==> src/rtl/master_read.sv <==
// AXI read-channel initiator: turns one req/addr/len request into a single INCR burst and returns each beat.
// Optional stall watchdog in ADDR/DATA is compiled in with `define MASTER_READ_TIMEOUT_EN.
module master_read #(
   parameter logic [3:0] MASTER_ID      = 4'd0,
   parameter int         TIMEOUT_CYCLES = 255
) (
   input  logic        clk,
   input  logic        rst,
   input  logic        req,
   input  logic [31:0] req_addr,
   input  logic [3:0]  req_len,
   output logic [31:0] rdata_out,
   output logic        rdata_vld,
   output logic        done,
   output logic        err,
   output logic        busy,
   output logic [3:0]  ARID,
   output logic [31:0] ARADDR,
   output logic [3:0]  ARLEN,
   output logic [2:0]  ARSIZE,
   output logic [1:0]  ARBURST,
   output logic        ARVALID,
   input  logic        ARREADY,
   input  logic [7:0]  RID,
   input  logic [31:0] RDATA,
   input  logic [1:0]  RRESP,
   input  logic        RLAST,
   input  logic        RVALID,
   output logic        RREADY,
   output logic [1:0]  dbg_state_o
);

   // Valid/ready: a transfer happens on a rising clk edge where both valid and ready are high.
   // ARVALID is held with ARADDR/ARLEN stable until accepted; RREADY is high for the whole DATA phase.
   typedef enum logic [1:0] {
      S_IDLE = 2'd0,
      S_ADDR = 2'd1,
      S_DATA = 2'd2
   } state_e;

   state_e      state_q, state_d;
   logic [31:0] addr_q, addr_d;
   logic [3:0]  len_q, len_d;
   logic [3:0]  cnt_q, cnt_d;
   logic        serr_q, serr_d;
   logic [31:0] rdata_q, rdata_d;
   logic        rvld_q, rvld_d;
   logic        done_q, done_d;
   logic        derr_q, derr_d;

   logic        ar_hs;
   logic        r_hs;
   logic        beat_err;
   logic        tmo_hit;
   logic        unused_rid_hi;

   assign ar_hs = (state_q == S_ADDR) && ARREADY;
   assign r_hs  = (state_q == S_DATA) && RVALID;

   // Beat index cnt_q is zero-based: the beat with index len must be the one carrying RLAST.
   assign beat_err = (RRESP != 2'b00)
                   || (RID[3:0] != MASTER_ID)
                   || (RLAST ? (cnt_q != len_q) : (cnt_q == len_q));

   assign unused_rid_hi = ^RID[7:4];

`ifdef MASTER_READ_TIMEOUT_EN
   localparam logic [7:0] TMO_LIMIT = 8'(TIMEOUT_CYCLES);

   logic [7:0] tmo_q, tmo_d;

   // Counts stalled cycles; any handshake or a return to IDLE restarts it.
   always_comb begin
      tmo_d = 8'd0;
      if ((state_q != S_IDLE) && !ar_hs && !r_hs) begin
         tmo_d = tmo_q + 8'd1;
      end
   end

   assign tmo_hit = (state_q != S_IDLE) && !ar_hs && !r_hs && (tmo_q == TMO_LIMIT);

   always_ff @(posedge clk or negedge rst) begin
      if (!rst) begin
         tmo_q <= 8'd0;
      end else begin
         tmo_q <= tmo_d;
      end
   end
`else
   localparam int unused_timeout_cycles = TIMEOUT_CYCLES;

   assign tmo_hit = 1'b0;
`endif

   always_comb begin
      state_d = state_q;
      addr_d  = addr_q;
      len_d   = len_q;
      cnt_d   = cnt_q;
      serr_d  = serr_q;
      rdata_d = rdata_q;
      rvld_d  = 1'b0;
      done_d  = 1'b0;
      derr_d  = 1'b0;

      case (state_q)
         S_IDLE: begin
            if (req) begin
               addr_d  = req_addr;
               len_d   = req_len;
               cnt_d   = 4'd0;
               serr_d  = 1'b0;
               state_d = S_ADDR;
            end
         end
         S_ADDR: begin
            if (ar_hs) begin
               state_d = S_DATA;
            end
         end
         S_DATA: begin
            if (r_hs) begin
               rdata_d = RDATA;
               rvld_d  = 1'b1;
               cnt_d   = (cnt_q == 4'hF) ? cnt_q : cnt_q + 4'd1;
               serr_d  = serr_q | beat_err;
               if (RLAST) begin
                  state_d = S_IDLE;
                  done_d  = 1'b1;
                  derr_d  = serr_q | beat_err;
               end
            end
         end
         default: begin
            state_d = S_IDLE;
         end
      endcase

      if (tmo_hit) begin
         state_d = S_IDLE;
         serr_d  = 1'b1;
         done_d  = 1'b1;
         derr_d  = 1'b1;
      end
   end

   always_ff @(posedge clk or negedge rst) begin
      if (!rst) begin
         state_q <= S_IDLE;
         addr_q  <= 32'd0;
         len_q   <= 4'd0;
         cnt_q   <= 4'd0;
         serr_q  <= 1'b0;
         rdata_q <= 32'd0;
         rvld_q  <= 1'b0;
         done_q  <= 1'b0;
         derr_q  <= 1'b0;
      end else begin
         state_q <= state_d;
         addr_q  <= addr_d;
         len_q   <= len_d;
         cnt_q   <= cnt_d;
         serr_q  <= serr_d;
         rdata_q <= rdata_d;
         rvld_q  <= rvld_d;
         done_q  <= done_d;
         derr_q  <= derr_d;
      end
   end

   // Channel controls decode straight from the state register so a reset drops them at once.
   assign ARVALID     = (state_q == S_ADDR);
   assign RREADY      = (state_q == S_DATA);
   assign busy        = (state_q != S_IDLE);
   assign ARID        = MASTER_ID;
   assign ARADDR      = addr_q;
   assign ARLEN       = len_q;
   assign ARSIZE      = 3'b010;
   assign ARBURST     = 2'b01;
   assign rdata_out   = rdata_q;
   assign rdata_vld   = rvld_q;
   assign done        = done_q;
   assign err         = derr_q;
   assign dbg_state_o = state_q;

endmodule
==> config.mk <==
export PLATFORM = sky130hd
export DESIGN_NAME = master_read
export DESIGN_NICKNAME = d
export VERILOG_FILES = /design/src/rtl/master_read.sv
export SDC_FILE = /design/constraint.sdc
export NUM_CORES = 1
export LEC_CHECK = 0
export ABC_AREA = 0
export BUFFER_PORTS_ARGS = -buffer_cell sky130_fd_sc_hd__clkbuf_2
export CORE_MARGIN = 5
export CORE_UTILIZATION = 45
export DETAILED_ROUTE_END_ITERATION = 8
export PLACE_DENSITY_LB_ADDON = 0.25
export SLEW_MARGIN = 40
export SYNTH_ARGS = -nofsm -noshare
export SYNTH_HDL_FRONTEND = slang
export SYNTH_SLANG_ARGS = --single-unit
==> constraint.sdc <==
create_clock -name clk -period 2 [get_ports clk]
set_input_delay 0.3 -clock clk [delete_from_list [all_inputs] [get_ports clk]]
set_output_delay 0.3 -clock clk [all_outputs]
set_load 0.01 [all_outputs]
==> metrics.cfg <==
[placement]
port_buffers = 155
hpwl_um = 5480
dp.cells = 519
gp_congestion = 0.798

[critical_path]
regToRegStartpoint = dbg_state_o[1]$_DFFE_PN0P_
crit_slowest_cell = dfrtp_1
worstReg2RegEnd = rdata_out[13]$_DFFE_PN0P_
crit_path_end_kind = primary output
cp_data_required_time_ns = 1.70
path_cells = nor2b_1 > clkbuf_2
ff2ff_setup_slack_ns = 0.41
setup.worst_path.start_class = register
criticalPathCategory = register to primary output
slowest_delay_ns = 0.63
r2r_cells = 5
critPathMaxFanout = 11
crit_arrival_ns = 1.36

[sta]
whs_ns = 0.149
min_period_ns = 1.66
fmax_ghz = 0.601
slew_headroom = 0.625
tightest_slew_ns = 0.558
period_share = 0.831
hold_viol = 0
slew_viol_final = 0
fin_skew_ns = 0.00840
finalSetupViolations = 0
fin_setup_tns_ns = 0
rsz0062_at_grt = false

[cts]
clk_pin_slew_ns = 0.08
cts_tree = yes
htree_levels = 3
cts_root_buffer = clkbuf_8
cts_buffers = 9
clock_path_buffers = 2
cts_sinks = 78
clk_latency_ns = 0.33
cts_setup_buffers = 0

[routing]
drc = 0
avgViaCountPerCell = 4.54
vias = 2431
drtPass1Iterations = 4
ant_nets = 0
avgRoutedWirePerCell_um = 13.2
routed_wl_um = 7070
dr.first_iter.drc_count = 54

[synthesis]
yosysWarnings = 0
synth_area_per_cell_um2 = 11.5
syn_inst = 277
seq_area_frac_synth = 0.612
yosysUniqueCellTypes = 29
ys_seq_elements = 78
netlist_area_mm2 = 0.00319

[final_layout]
drive_gt1_frac = 0.491
layout_commonest_cell = clkbuf_2
fillCellCount = 597
final_cell_mix = clkbuf_2 (154), nand2_1 (98), dfrtp_1 (78), mux2_2 (36), clkbuf_8 (12)
syn_to_final_growth_pct = 33.8
diodes = 0
regArea_mm2 = 0.00195
fin_nets = 520
fin_util = 0.624
multi_input_area_mm2 = 0.00109
finalNonFillerCells = 536

[job]
cap_violations = 0

[worst_hold_path]
hold_class = primary input to register
hold_start = RDATA[29]
min_path_cells = 3
hold_end = rdata_out[29]$_DFFE_PN0P_

[power]
p_leak_nw = 2.34
irDropWorstVdd_mv = 0.713
powerDensity_mw_per_mm2 = 1530

[grt]
grt_pass1_vias = 2550
grtUsageTotal = 0.166
grt-ovfl-total = 0
antenna_found_initial = 0
grt_pass1_wl_um = 11500
grt_start_max_net_pins = 44

[floorplan]
die_height_um = 94.2
die_w_um = 94.2
row_count = 30
initial_core_util = 0.467
core_area_mm2 = 0.00683
die_area_mm2 = 0.00887
pin_count = 169

[outcome]
status = completed

[power breakdown]
group	switching, mW	leakage, nW	internal, mW
Sequential	0.451	0.956	2.30
Clock	0.536	0.120	0.805
Combinational	1.25	1.27	1.19
[area by class of cell]
class                   instances  area share
clock inverters                 3      0.0153
inverters                       5     0.00440
repair buffers                161       0.199
well taps                      96      0.0282
flip-flops and latches         78       0.458
multi-input cells             180       0.256
clock buffers                  13      0.0396
[synth_stat cells]
master,count,area [um2]
a21oi_1,2,10.0
a22o_1,1,8.76
a311oi_1,1,8.76
and4_1,1,8.76
buf_2,3,15.0
buf_4,11,82.6
buf_6,4,45.0
clkbuf_1,3,11.3
conb_1,2,7.51
dfrtp_1,78,1950
ha_1,1,12.5
inv_1,4,15.0
inv_2,1,3.75
mux2_2,36,405
mux2i_1,3,30.0
nand2_1,98,368
nand3_1,2,10.0
nand3b_4,1,20.0
nand4b_1,1,8.76
nor2_1,6,22.5
nor2b_1,2,12.5
nor3_1,3,15.0
nor3b_4,1,18.8
nor4_1,2,12.5
nor4b_2,1,15.0
o21ai_0,2,10.0
or2_2,1,6.26
xnor2_1,2,17.5
xor2_1,4,35.0
[repair_timing]
| item | in CTS | in global routing |
|---|---|---|
| hold endpoints to repair | 35 | 0 |
| hold buffers | 1 | 0 |
| resized for setup | 0 | 0 |
[state kept, by name, indices dropped and copies added, names as in the netlist]
register,flops
ARADDR,32
rdata_out,32
ARLEN,4
cnt_q,4
dbg_state_o,2
done,1
err,1
rdata_vld,1
serr_q,1
[worst max-delay path: cells and delay by family (launching register included)]
family	cells	cell delay (ns)
buf+inv	1	0.17
flops	1	0.63
simple gates	1	0.24
[stage by stage]
step | total power, mW | cell area, um2 | worst slack [ns]
after floorplan | 4.23 | 3210 | 0.488
after global placement | 5.19 | 4020 | 0.451
after detailed placement | 5.29 | 4020 | 0.408
after CTS | 6.64 | 4270 | 0.332
after global routing | 7.03 | 4270 | 0.197
final | 6.53 | 4270 | 0.337
[how the worst max path moves through the flow]
stage,start,slack [ns],cells after the start,end
2_1_floorplan,dbg_state_o[0]$_DFFE_PN0P_,0.49,5,ARADDR[16]$_DFFE_PN0P_
3_3_place_gp,dbg_state_o[1]$_DFFE_PN0P_,0.45,5,rdata_out[14]$_DFFE_PN0P_
3_5_place_dp,dbg_state_o[1]$_DFFE_PN0P_,0.41,5,rdata_out[23]$_DFFE_PN0P_
4_1_cts,dbg_state_o[1]$_DFFE_PN0P_,0.33,2,RREADY
5_1_grt,dbg_state_o[1]$_DFFE_PN0P_,0.20,2,RREADY
6_report,dbg_state_o[1]$_DFFE_PN0P_,0.34,2,RREADY
[cell families (layout without fill, tap and decap cells)]
family,after synthesis,after routing,synth area share
other,2,9,0.00236
AOI/OAI and AO/OA,6,6,0.0118
adders and majority gates,1,1,0.00392
xor gates and xnor gates,6,6,0.0165
muxes,39,39,0.137
and+or+nand+nor,119,119,0.162
buffers and inverters,26,182,0.0542
DFF,78,78,0.612
[per-layer routing]
metal / GRT usage / share of wire / wire (um) / vias up
met5: 0 / 0 / 0 / -
met4: 0.0650 / 0.013 / 95 / 0
met3: 0.0465 / 0.072 / 506 / 7
met2: 0.296 / 0.51 / 3640 / 90
met1: 0.185 / 0.40 / 2830 / 1141
li1: - / - / - / 1193
(Power assumes the default switching activity.)
